**config.mk**
```make
export PLATFORM = sky130hd
export DESIGN_NAME = if_id_decode_flat
export DESIGN_NICKNAME = d
export VERILOG_FILES = /design/src/rtl/if_id_decode_if.sv /design/src/rtl/if_id_decode.sv /design/src/flat_wrapper.sv
export SDC_FILE = /design/constraint.sdc
export NUM_CORES = 2
export LEC_CHECK = 0
export BUFFER_PORTS_ARGS = -buffer_cell sky130_fd_sc_hd__buf_2
export CORE_MARGIN = 3
export CORE_UTILIZATION = 35
export CTS_CLUSTER_DIAMETER = 120
export DETAILED_ROUTE_END_ITERATION = 8
export GPL_ROUTABILITY_DRIVEN = 0
export GPL_TIMING_DRIVEN = 0
export HOLD_SLACK_MARGIN = 0.06
export PLACE_DENSITY_LB_ADDON = 0.08
export SETUP_SLACK_MARGIN = 0.1
export SLEW_MARGIN = 10
export SYNTH_ARGS = -nofsm -noshare
export SYNTH_HDL_FRONTEND = slang
export SYNTH_SLANG_ARGS = --single-unit
```
**constraint.sdc**
```tcl
create_clock -name CLK -period 90.5 [get_ports CLK]
set_input_delay 18.1 -clock CLK [delete_from_list [all_inputs] [get_ports CLK]]
set_output_delay 18.1 -clock CLK [all_outputs]
set_load 0.02 [all_outputs]
```
**src/rtl/if_id_decode_if.sv**
```systemverilog
// IF/ID decode bundle: fetch inputs, writeback port,
// and the decoded control/data outputs.
interface if_id_decode_if;
  logic [31:0] instruction;
  logic [31:0] PCplus4;
  logic        stall;
  logic        wb_en;
  logic [4:0]  wb_addr;
  logic [31:0] wb_data;

  logic        PCSrc;
  logic [31:0] PCSrc_immediate;
  logic        Jump;
  logic [25:0] Jump_immediate;
  logic        id_valid;
  logic [31:0] id_PCplus4;

  logic [31:0] rs_data;
  logic [31:0] rt_data;
  logic [31:0] imm_ext;
  logic [4:0]  dest;
  logic        reg_write;
  logic        mem_read;
  logic        mem_write;
  logic        alu_src;
  logic [5:0]  funct;

  modport master (
    output instruction, PCplus4, stall,
    output wb_en, wb_addr, wb_data,
    input  PCSrc, PCSrc_immediate, Jump,
    input  Jump_immediate, id_valid, id_PCplus4,
    input  rs_data, rt_data, imm_ext, dest,
    input  reg_write, mem_read, mem_write,
    input  alu_src, funct
  );

  modport slave (
    input  instruction, PCplus4, stall,
    input  wb_en, wb_addr, wb_data,
    output PCSrc, PCSrc_immediate, Jump,
    output Jump_immediate, id_valid, id_PCplus4,
    output rs_data, rt_data, imm_ext, dest,
    output reg_write, mem_read, mem_write,
    output alu_src, funct
  );
endinterface

```
**src/rtl/if_id_decode.sv**
```systemverilog
// IF/ID pipeline register with decode, register file,
// writeback forwarding and early branch/jump resolution.
module if_id_decode (
  input logic           CLK,
  input logic           RST,
  if_id_decode_if.slave bus
);

  logic [31:0] ir;
  logic [31:0] pc4;
  logic        valid;
  logic [31:0] rf [32];

  logic [5:0]  op;
  logic [4:0]  rs;
  logic [4:0]  rt;
  logic [4:0]  rd;
  logic [15:0] imm;
  logic [31:0] imm_ext;
  logic [31:0] rs_val;
  logic [31:0] rt_val;
  logic        wb_hit;
  logic        squash;

  logic is_r, is_lw, is_sw, is_beq;
  logic is_bne, is_addi, is_j;

  assign op  = ir[31:26];
  assign rs  = ir[25:21];
  assign rt  = ir[20:16];
  assign rd  = ir[15:11];
  assign imm = ir[15:0];

  assign imm_ext = {{16{imm[15]}}, imm};

  assign wb_hit = bus.wb_en && (bus.wb_addr != 5'd0);

  assign rs_val = (wb_hit && bus.wb_addr == rs)
                ? bus.wb_data : rf[rs];
  assign rt_val = (wb_hit && bus.wb_addr == rt)
                ? bus.wb_data : rf[rt];

  // One-hot opcode classification; unknown opcodes stay all-zero
  always_comb begin
    is_r    = 1'b0;
    is_lw   = 1'b0;
    is_sw   = 1'b0;
    is_beq  = 1'b0;
    is_bne  = 1'b0;
    is_addi = 1'b0;
    is_j    = 1'b0;
    unique case (op)
      6'h00:   is_r    = 1'b1;
      6'h23:   is_lw   = 1'b1;
      6'h2B:   is_sw   = 1'b1;
      6'h04:   is_beq  = 1'b1;
      6'h05:   is_bne  = 1'b1;
      6'h08:   is_addi = 1'b1;
      6'h02:   is_j    = 1'b1;
      default: ;
    endcase
  end

  assign bus.PCSrc = valid && !bus.stall &&
    ((is_beq && rs_val == rt_val) ||
     (is_bne && rs_val != rt_val));
  assign bus.Jump = valid && is_j && !bus.stall;

  assign bus.PCSrc_immediate = {imm_ext[29:0], 2'b00};
  assign bus.Jump_immediate  = ir[25:0];
  assign bus.id_valid        = valid;
  assign bus.id_PCplus4      = pc4;
  assign bus.rs_data         = rs_val;
  assign bus.rt_data         = rt_val;
  assign bus.imm_ext         = imm_ext;
  assign bus.dest            = is_r ? rd : rt;
  assign bus.funct           = ir[5:0];

  assign bus.reg_write = valid && (is_r || is_lw || is_addi);
  assign bus.mem_read  = valid && is_lw;
  assign bus.mem_write = valid && is_sw;
  assign bus.alu_src   = valid && (is_lw || is_sw || is_addi);

  // A resolved branch/jump replaces the next fetch with a bubble
  assign squash = bus.PCSrc || bus.Jump;

  // IF/ID register: stall holds, squash bubbles, else load
  always_ff @(posedge CLK or posedge RST) begin
    if (RST) begin
      ir    <= '0;
      pc4   <= '0;
      valid <= 1'b0;
    end else if (bus.stall) begin
      ir    <= ir;
      pc4   <= pc4;
      valid <= valid;
    end else if (squash) begin
      ir    <= '0;
      pc4   <= '0;
      valid <= 1'b0;
    end else begin
      ir    <= bus.instruction;
      pc4   <= bus.PCplus4;
      valid <= 1'b1;
    end
  end

  // Register file write port; r0 is never written
  always_ff @(posedge CLK or posedge RST) begin
    if (RST) begin
      for (int i = 0; i < 32; i++) rf[i] <= '0;
    end else if (wb_hit) begin
      rf[bus.wb_addr] <= bus.wb_data;
    end
  end

endmodule
```
**src/flat_wrapper.sv**
```systemverilog
// flat-port wrapper written by rule: the top's interface ports become plain ports
module if_id_decode_flat 
  (CLK, RST, bus_instruction, bus_PCplus4, bus_stall, bus_wb_en, bus_wb_addr, bus_wb_data, bus_PCSrc, bus_PCSrc_immediate, bus_Jump, bus_Jump_immediate, bus_id_valid, bus_id_PCplus4, bus_rs_data, bus_rt_data, bus_imm_ext, bus_dest, bus_reg_write, bus_mem_read, bus_mem_write, bus_alu_src, bus_funct);
  if_id_decode_if bus_i ();
  input logic CLK;
  input logic RST;
  input wire logic [$bits(bus_i.instruction)-1:0] bus_instruction;
  input wire logic [$bits(bus_i.PCplus4)-1:0] bus_PCplus4;
  input wire logic [$bits(bus_i.stall)-1:0] bus_stall;
  input wire logic [$bits(bus_i.wb_en)-1:0] bus_wb_en;
  input wire logic [$bits(bus_i.wb_addr)-1:0] bus_wb_addr;
  input wire logic [$bits(bus_i.wb_data)-1:0] bus_wb_data;
  output wire logic [$bits(bus_i.PCSrc)-1:0] bus_PCSrc;
  output wire logic [$bits(bus_i.PCSrc_immediate)-1:0] bus_PCSrc_immediate;
  output wire logic [$bits(bus_i.Jump)-1:0] bus_Jump;
  output wire logic [$bits(bus_i.Jump_immediate)-1:0] bus_Jump_immediate;
  output wire logic [$bits(bus_i.id_valid)-1:0] bus_id_valid;
  output wire logic [$bits(bus_i.id_PCplus4)-1:0] bus_id_PCplus4;
  output wire logic [$bits(bus_i.rs_data)-1:0] bus_rs_data;
  output wire logic [$bits(bus_i.rt_data)-1:0] bus_rt_data;
  output wire logic [$bits(bus_i.imm_ext)-1:0] bus_imm_ext;
  output wire logic [$bits(bus_i.dest)-1:0] bus_dest;
  output wire logic [$bits(bus_i.reg_write)-1:0] bus_reg_write;
  output wire logic [$bits(bus_i.mem_read)-1:0] bus_mem_read;
  output wire logic [$bits(bus_i.mem_write)-1:0] bus_mem_write;
  output wire logic [$bits(bus_i.alu_src)-1:0] bus_alu_src;
  output wire logic [$bits(bus_i.funct)-1:0] bus_funct;
  assign bus_i.instruction = bus_instruction;
  assign bus_i.PCplus4 = bus_PCplus4;
  assign bus_i.stall = bus_stall;
  assign bus_i.wb_en = bus_wb_en;
  assign bus_i.wb_addr = bus_wb_addr;
  assign bus_i.wb_data = bus_wb_data;
  assign bus_PCSrc = bus_i.PCSrc;
  assign bus_PCSrc_immediate = bus_i.PCSrc_immediate;
  assign bus_Jump = bus_i.Jump;
  assign bus_Jump_immediate = bus_i.Jump_immediate;
  assign bus_id_valid = bus_i.id_valid;
  assign bus_id_PCplus4 = bus_i.id_PCplus4;
  assign bus_rs_data = bus_i.rs_data;
  assign bus_rt_data = bus_i.rt_data;
  assign bus_imm_ext = bus_i.imm_ext;
  assign bus_dest = bus_i.dest;
  assign bus_reg_write = bus_i.reg_write;
  assign bus_mem_read = bus_i.mem_read;
  assign bus_mem_write = bus_i.mem_write;
  assign bus_alu_src = bus_i.alu_src;
  assign bus_funct = bus_i.funct;
  if_id_decode u_core (.CLK(CLK), .RST(RST), .bus(bus_i));
endmodule
```
# Word-level counts from Yosys, hierarchy flattened
# Cells that the tools add are included.
# word_totals
ff_bits	1089
latchBits	0
ramBits	0
rom_bits	0
inputBits	105
output_inout_bits	204
word_cells	97
n_memories	0
# op_classes
add_sub_neg	0
mul	0
div_mod_pow	0
magnitude_cmp	4
eq_ne	10
shift	0
mux	22
bitwise_logic	3
n_reduce_logical	23
# op_table
operator	n
1024-bit bitwise mux	1
32-bit binary-select mux with 5-bit select	2
32-bit 2-to-1 mux	9
32-bit demux with 5-bit select	1
32-bit == test	1
32-bit inequality test	1
6-bit >= comparator, second input constant	3
5-bit NOT with 6-bit output	3
1-bit logical AND	14
6-bit by 3-bit == test with 1-bit output, second input constant	2
6-bit == test, second input constant	2
5-bit == test	2
1-bit 2-to-1 mux	8
6-bit by 2-bit == test with 1-bit output, second input constant	1
6-bit by 4-bit == test with 1-bit output, second input constant	1
6-bit logical NOT	1
1-bit logical OR	6
6-bit by 1-bit less-than comparator with 1-bit output, second input constant	1
5-bit 2-to-1 mux	1
5-bit nonzero test	1
1-bit logical NOT	1

# Longest topological paths before layout
# logic_depth
depth_word	11
ltp_mapped	18
mapped_depth_nobuf	11

# Worst setup path before layout
# Ideal clock, no wire load.
# synth_path
path_kind	input to output
start	input bus_wb_addr[0]
end	output bus_PCSrc
arrival_time_ns	21.590
required_time_ns	72.400
path_slack_ns	50.810
path_stages	13
path_buffers	3
path_cell_list	buf_2 > or2_4 > o41ai_4 > buf_6 > nor3_2 > buf_6 > o41ai_1 > xor2_1 > or4b_4 > nor4_4 > nand2_1 > xnor2_1 > nor2_1
# synth_between
elab_chain_len	8
elab_cells_between_ends	14
classes_between	eq/ne (4); mux (2); reduce/logical (8)
# synth_lines
element	line_no	rtl
start: declaration	flat_wrapper.sv:11	input wire logic [$bits(bus_i.wb_addr)-1:0] bus_wb_addr;
5-bit nonzero test	if_id_decode.sv:36	assign wb_hit = bus.wb_en && (bus.wb_addr != 5'd0);
1-bit logical AND	if_id_decode.sv:36	
1-bit logical AND *	if_id_decode.sv:38	assign rs_val = (wb_hit && bus.wb_addr == rs)
32-bit 2-to-1 mux *	if_id_decode.sv:39	? bus.wb_data : rf[rs];
net bus_rs_data[4]	flat_wrapper.sv:19	output wire logic [$bits(bus_i.rs_data)-1:0] bus_rs_data;
32-bit == test or 32-bit inequality test (tied branches)	if_id_decode.sv:65, if_id_decode.sv:66	
1-bit logical AND, on equally long branches	if_id_decode.sv:65, if_id_decode.sv:66	
1-bit logical OR *	if_id_decode.sv:65	((is_beq && rs_val == rt_val) ||
1-bit logical AND *	if_id_decode.sv:64	assign bus.PCSrc = valid && !bus.stall &&
end: declaration	flat_wrapper.sv:13	output wire logic [$bits(bus_i.PCSrc)-1:0] bus_PCSrc;
# Mark *: on every way through the listed nets, which the timed path passes. The rest lies on a longest branch.

# Worst setup path in the final report
# layout_path
start	input bus_wb_addr[2]
end	output bus_PCSrc
# layout_between
elab_chain_len	8
elab_cells_between_ends	14
classes_between	eq/ne (4); mux (2); reduce/logical (8)
# layout_lines
element	line_no
5-bit nonzero test	if_id_decode.sv:36
1-bit logical AND	if_id_decode.sv:36
1-bit logical AND, on equally long branches	if_id_decode.sv:38, if_id_decode.sv:40
32-bit 2-to-1 mux, on equally long branches	if_id_decode.sv:39, if_id_decode.sv:41
32-bit == test or 32-bit inequality test (tied branches)	if_id_decode.sv:65, if_id_decode.sv:66
1-bit logical AND, on equally long branches	if_id_decode.sv:65, if_id_decode.sv:66
1-bit logical OR *	if_id_decode.sv:65
1-bit logical AND *	if_id_decode.sv:64
# Mark *: on every way between the ends. The rest lies on a longest branch, timed or not.

==> metrics.md <==
| Metric | Value |
|---|---|
| Final Skew | 44.0 ps |
| Yosys warns | 0 |
| Insertion delay to the later sink of the worst-skew pair | just over 800 ps |
| Post-CTS Setup Bufs | 0 |
| Worst path slowest cell | nor4_1 |
| Initial core utilization | a little over a third |
| Number of synthesized flops with an enable pin | 0 |
| H-Tree Depth | 4 |
| CTS Buf Count | 137 |
| Total grt overflow | 0 |
| Core area | roughly 170000 um2 |
| Achievable frequency | 0.0228 GHz |
| Initial antenna violation count | 27 |
| Worst slew margin | less than 1% |
| Post-synthesis cell count | roughly 4600 |
| DP HPWL | around 210000 um |
| Fin Setup TNS | 0 ps |
| LEAKAGE | about 32 nW |
| Crit path max fanout | 10 |
| Synth cell types | between 60 and 70 |
| Last element of the critical path | bus_PCSrc |
| Arrival time worst endpoint | ~26000 ps |
| Largest net degree at the start of global routing | between 100 and 150 |
| Crit path capture type | output pin |
| Drt first pass iters | 6 |
| WL final | roughly 310000 um |
| CTS Root Cell | clkbuf_16 |
| Critical R2R Launch | u_core.ir[17] |
| RSZ-0062 raised after global routing | false |
| Synth Register Bits | roughly 1100 |
| CP Launch Point | bus_wb_addr[2] |
| CP required | around 72000 ps |
| Max stage delay on crit path | roughly 1100 ps |
| Clock-pin transition on the worst setup and hold timing paths | roughly 50 ps |
| Buffer and inverter count on the worst path | 6 |
| Peak VDD IR | 0.0177 mV |
| Buffers on Ports | just over 300 |
| Status | finished clean |
| Mapped Area | 60100 um2 |
| TritonCTS clock tree | yes |
| Via-per-instance ratio | between 6 and 7 |
| Die footprint | roughly 180000 um2 |
| Critical path class | input port to output pin |
| ANT nets after route | 0 |
| CP dominant cell by count | buf_2 |
| Final count of hold timing violations | 0 |
| Critical-path cell list | buf_2 -> buf_2 -> xnor2_1 -> nand3_1 -> nor3_4 -> buf_2 -> buf_2 -> buf_2 -> nand2_1 -> o41ai_4 -> xor2_1 -> nor4_1 -> and4bb_4 -> nand2_1 -> xnor2_1 -> nor2_1 -> buf_2 |
| Ports | between 300 and 400 |
| Area grow syn2layout | 15.9% |
| Die width | ~420 um |
| Max Cap Viol | 0 |
| Final net count | 5180 |
| FP Rows | approximately 150 |
| Clock Path Buffers | 3 |
| Clock Sinks | roughly 1100 |
| Final Slew Violations | 0 |
| Worst slew pin tran | about 1500 ps |
| Post-synth ARST share | between 90% and 100% |
| Syn Area/Cell | between 10 and 15 um2 |
| Finished Core Util | 40.9% |
| Share of post-route cells with drive strength above 1 | about 39% |
| GRT Resource Usage Total | about a third |
| CTS Hold Bufs | 0 |
| DR vias | between 40000 and 50000 |
| R2r worst-path depth | 16 |
| Detailed-route wire length per cell | approximately 42 um |
| CP delay by family, top | simple AND/OR/NAND/NOR gates |
| Setup violations, final | 0 |
| PD cells | roughly 24 nW/um2 |
| Worst reg2reg path endpoint | u_core.ir[11] |
| Crit path depth | 17 |
| Post_cts resized | 0 |
| Worst reg-to-reg setup slack | between 80000 and 90000 ps |
| Number of global-route vias before repair | ~45000 |
| Register area share after synthesis | a little under half |
| DR DRC count | 0 |
| Final worst-path cycle share | roughly half |
| Startpoint Class | input port |
| Post-route minimum period | between 40000 and 50000 ps |
| Die height | between 400 and 500 um |
| Hold crit path type | flip-flop to flip-flop |
| Main flop type after synthesis | dfrtp_1 |
| Initial drt markers | 5378 |
| Global-route wire length before repair | just over 400000 um |
-- kinds of logic (layout without fill, tap and decap cells) --
logic type             Yosys count  in the layout  synth area share, %
flip-flops                    1089           1089                 45.4
AND/OR/NAND/NOR                352            352                 2.79
AO/OA/AOI/OAI                  716            716                 9.04
XOR/XNOR                        40             40                0.583
other                            1              7              0.00624
buffers and inverters          626           1190                 6.26
multiplexers                  1780           1780                 36.0
-- area by class of cell --
type                       count  area, um2
inverter                      38        150
fill                       16215     100000
timing repair buffer         331       2210
antenna                        5       12.5
sequential                  1089      27300
buffer                       588       3740
tap                         2218       2780
clock inverter                28        292
multi-input combinational   2890      29100
clock buffer                 205       4070
-- cell usage in the layout, fill, tap and decap left out, drive strengths merged, types with 21 or more instances in the layout --
master  Yosys  routed
inv        38      46
nand2     203     203
a22oi     134     134
buf       292     623
nor2       34      34
a22o      164     164
mux2i     682     682
clkbuf    296     501
o41ai      30      30
xnor2      21      21
o21ai     118     118
mux2      890     890
o22ai      65      65
mux4      208     208
a21oi      55      55
a221oi    101     101
dfrtp    1089    1089
-- power by group --
part	switching (W)	leakage (nW)	internal [W]
logic	0.000278	15.7	0.000213
registers	0.0000725	13.9	0.000577
clock network	0.000233	2.13	0.000318
total	0.000583	31.8	0.00111
-- flip-flops by register name (all words and copies together) (netlist names) --
signal                 flops
u_core.rf               1024
u_core.bus.id_valid        1
u_core.ir                 32
u_core.bus.id_PCplus4     32
-- through the flow --
step | cells | total power (W) | hold WS [ps] | setup slack (ps) | instance area (um2)
2_1_floorplan | 4605 | 0.000950 | 438 | 41740 | 60100
3_3_place_gp | 7126 | 0.00113 | 454 | 26760 | 64400
3_5_place_dp | 7154 | 0.00114 | 466 | 46520 | 65200
4_1_cts | 7387 | 0.00169 | 481 | 46510 | 69600
5_1_grt | 7390 | 0.00175 | 496 | 46740 | 69600
6_report | 7392 | 0.00169 | 481 | 46570 | 69600
-- layer usage --
layer,track usage (%),share of wire [%],up-vias
met3,8.26,8.3,706
met4,21.2,7.3,10
li1,-,-,18219
met1,43.4,40,24422
met5,0,0.022,-
met2,52.7,45,2503
-- cells in the mapped netlist (5+ instances only) --
cell type	n	area share, %
nand3_1	9	0.075
a21oi_1	55	0.46
or2_2	5	0.052
nand2_1	203	1.3
o22ai_1	65	0.68
buf_8	11	0.27
buf_1	23	0.14
buf_4	146	1.8
xor2_1	19	0.28
o31a_1	14	0.20
nor4_1	16	0.17
a22oi_1	134	1.7
nor2b_1	19	0.20
a221oi_1	98	1.4
nand2b_1	14	0.15
clkbuf_1	296	1.8
o221ai_1	5	0.073
buf_2	44	0.37
a31oi_1	13	0.14
mux2_2	890	17
buf_6	48	0.90
a22o_1	164	2.4
and2_1	9	0.094
o21ai_0	118	0.98
o41ai_1	13	0.19
dfrtp_1	1089	45
o22a_1	5	0.073
mux4_2	191	7.2
xnor2_1	21	0.31
buf_12	20	0.67
inv_1	38	0.24
o41ai_2	15	0.41
mux2i_1	682	11
nor2_1	34	0.21
mux4_1	17	0.74
or3_1	10	0.10
-- worst min-delay path by stage --
stage,from,to,slack [ps],depth (start not counted)
finish,u_core.rf[1005],u_core.rf[1005],480,1
global route,u_core.rf[1020],u_core.rf[1020],500,1
CTS,u_core.rf[1008],u_core.rf[1008],480,1
detailed placement,u_core.rf[996],u_core.rf[996],470,1
global placement,u_core.rf[1006],u_core.rf[1006],450,1
floorplan,u_core.rf[1006],u_core.rf[1006],440,1
Power figures use the tool's default switching activity.
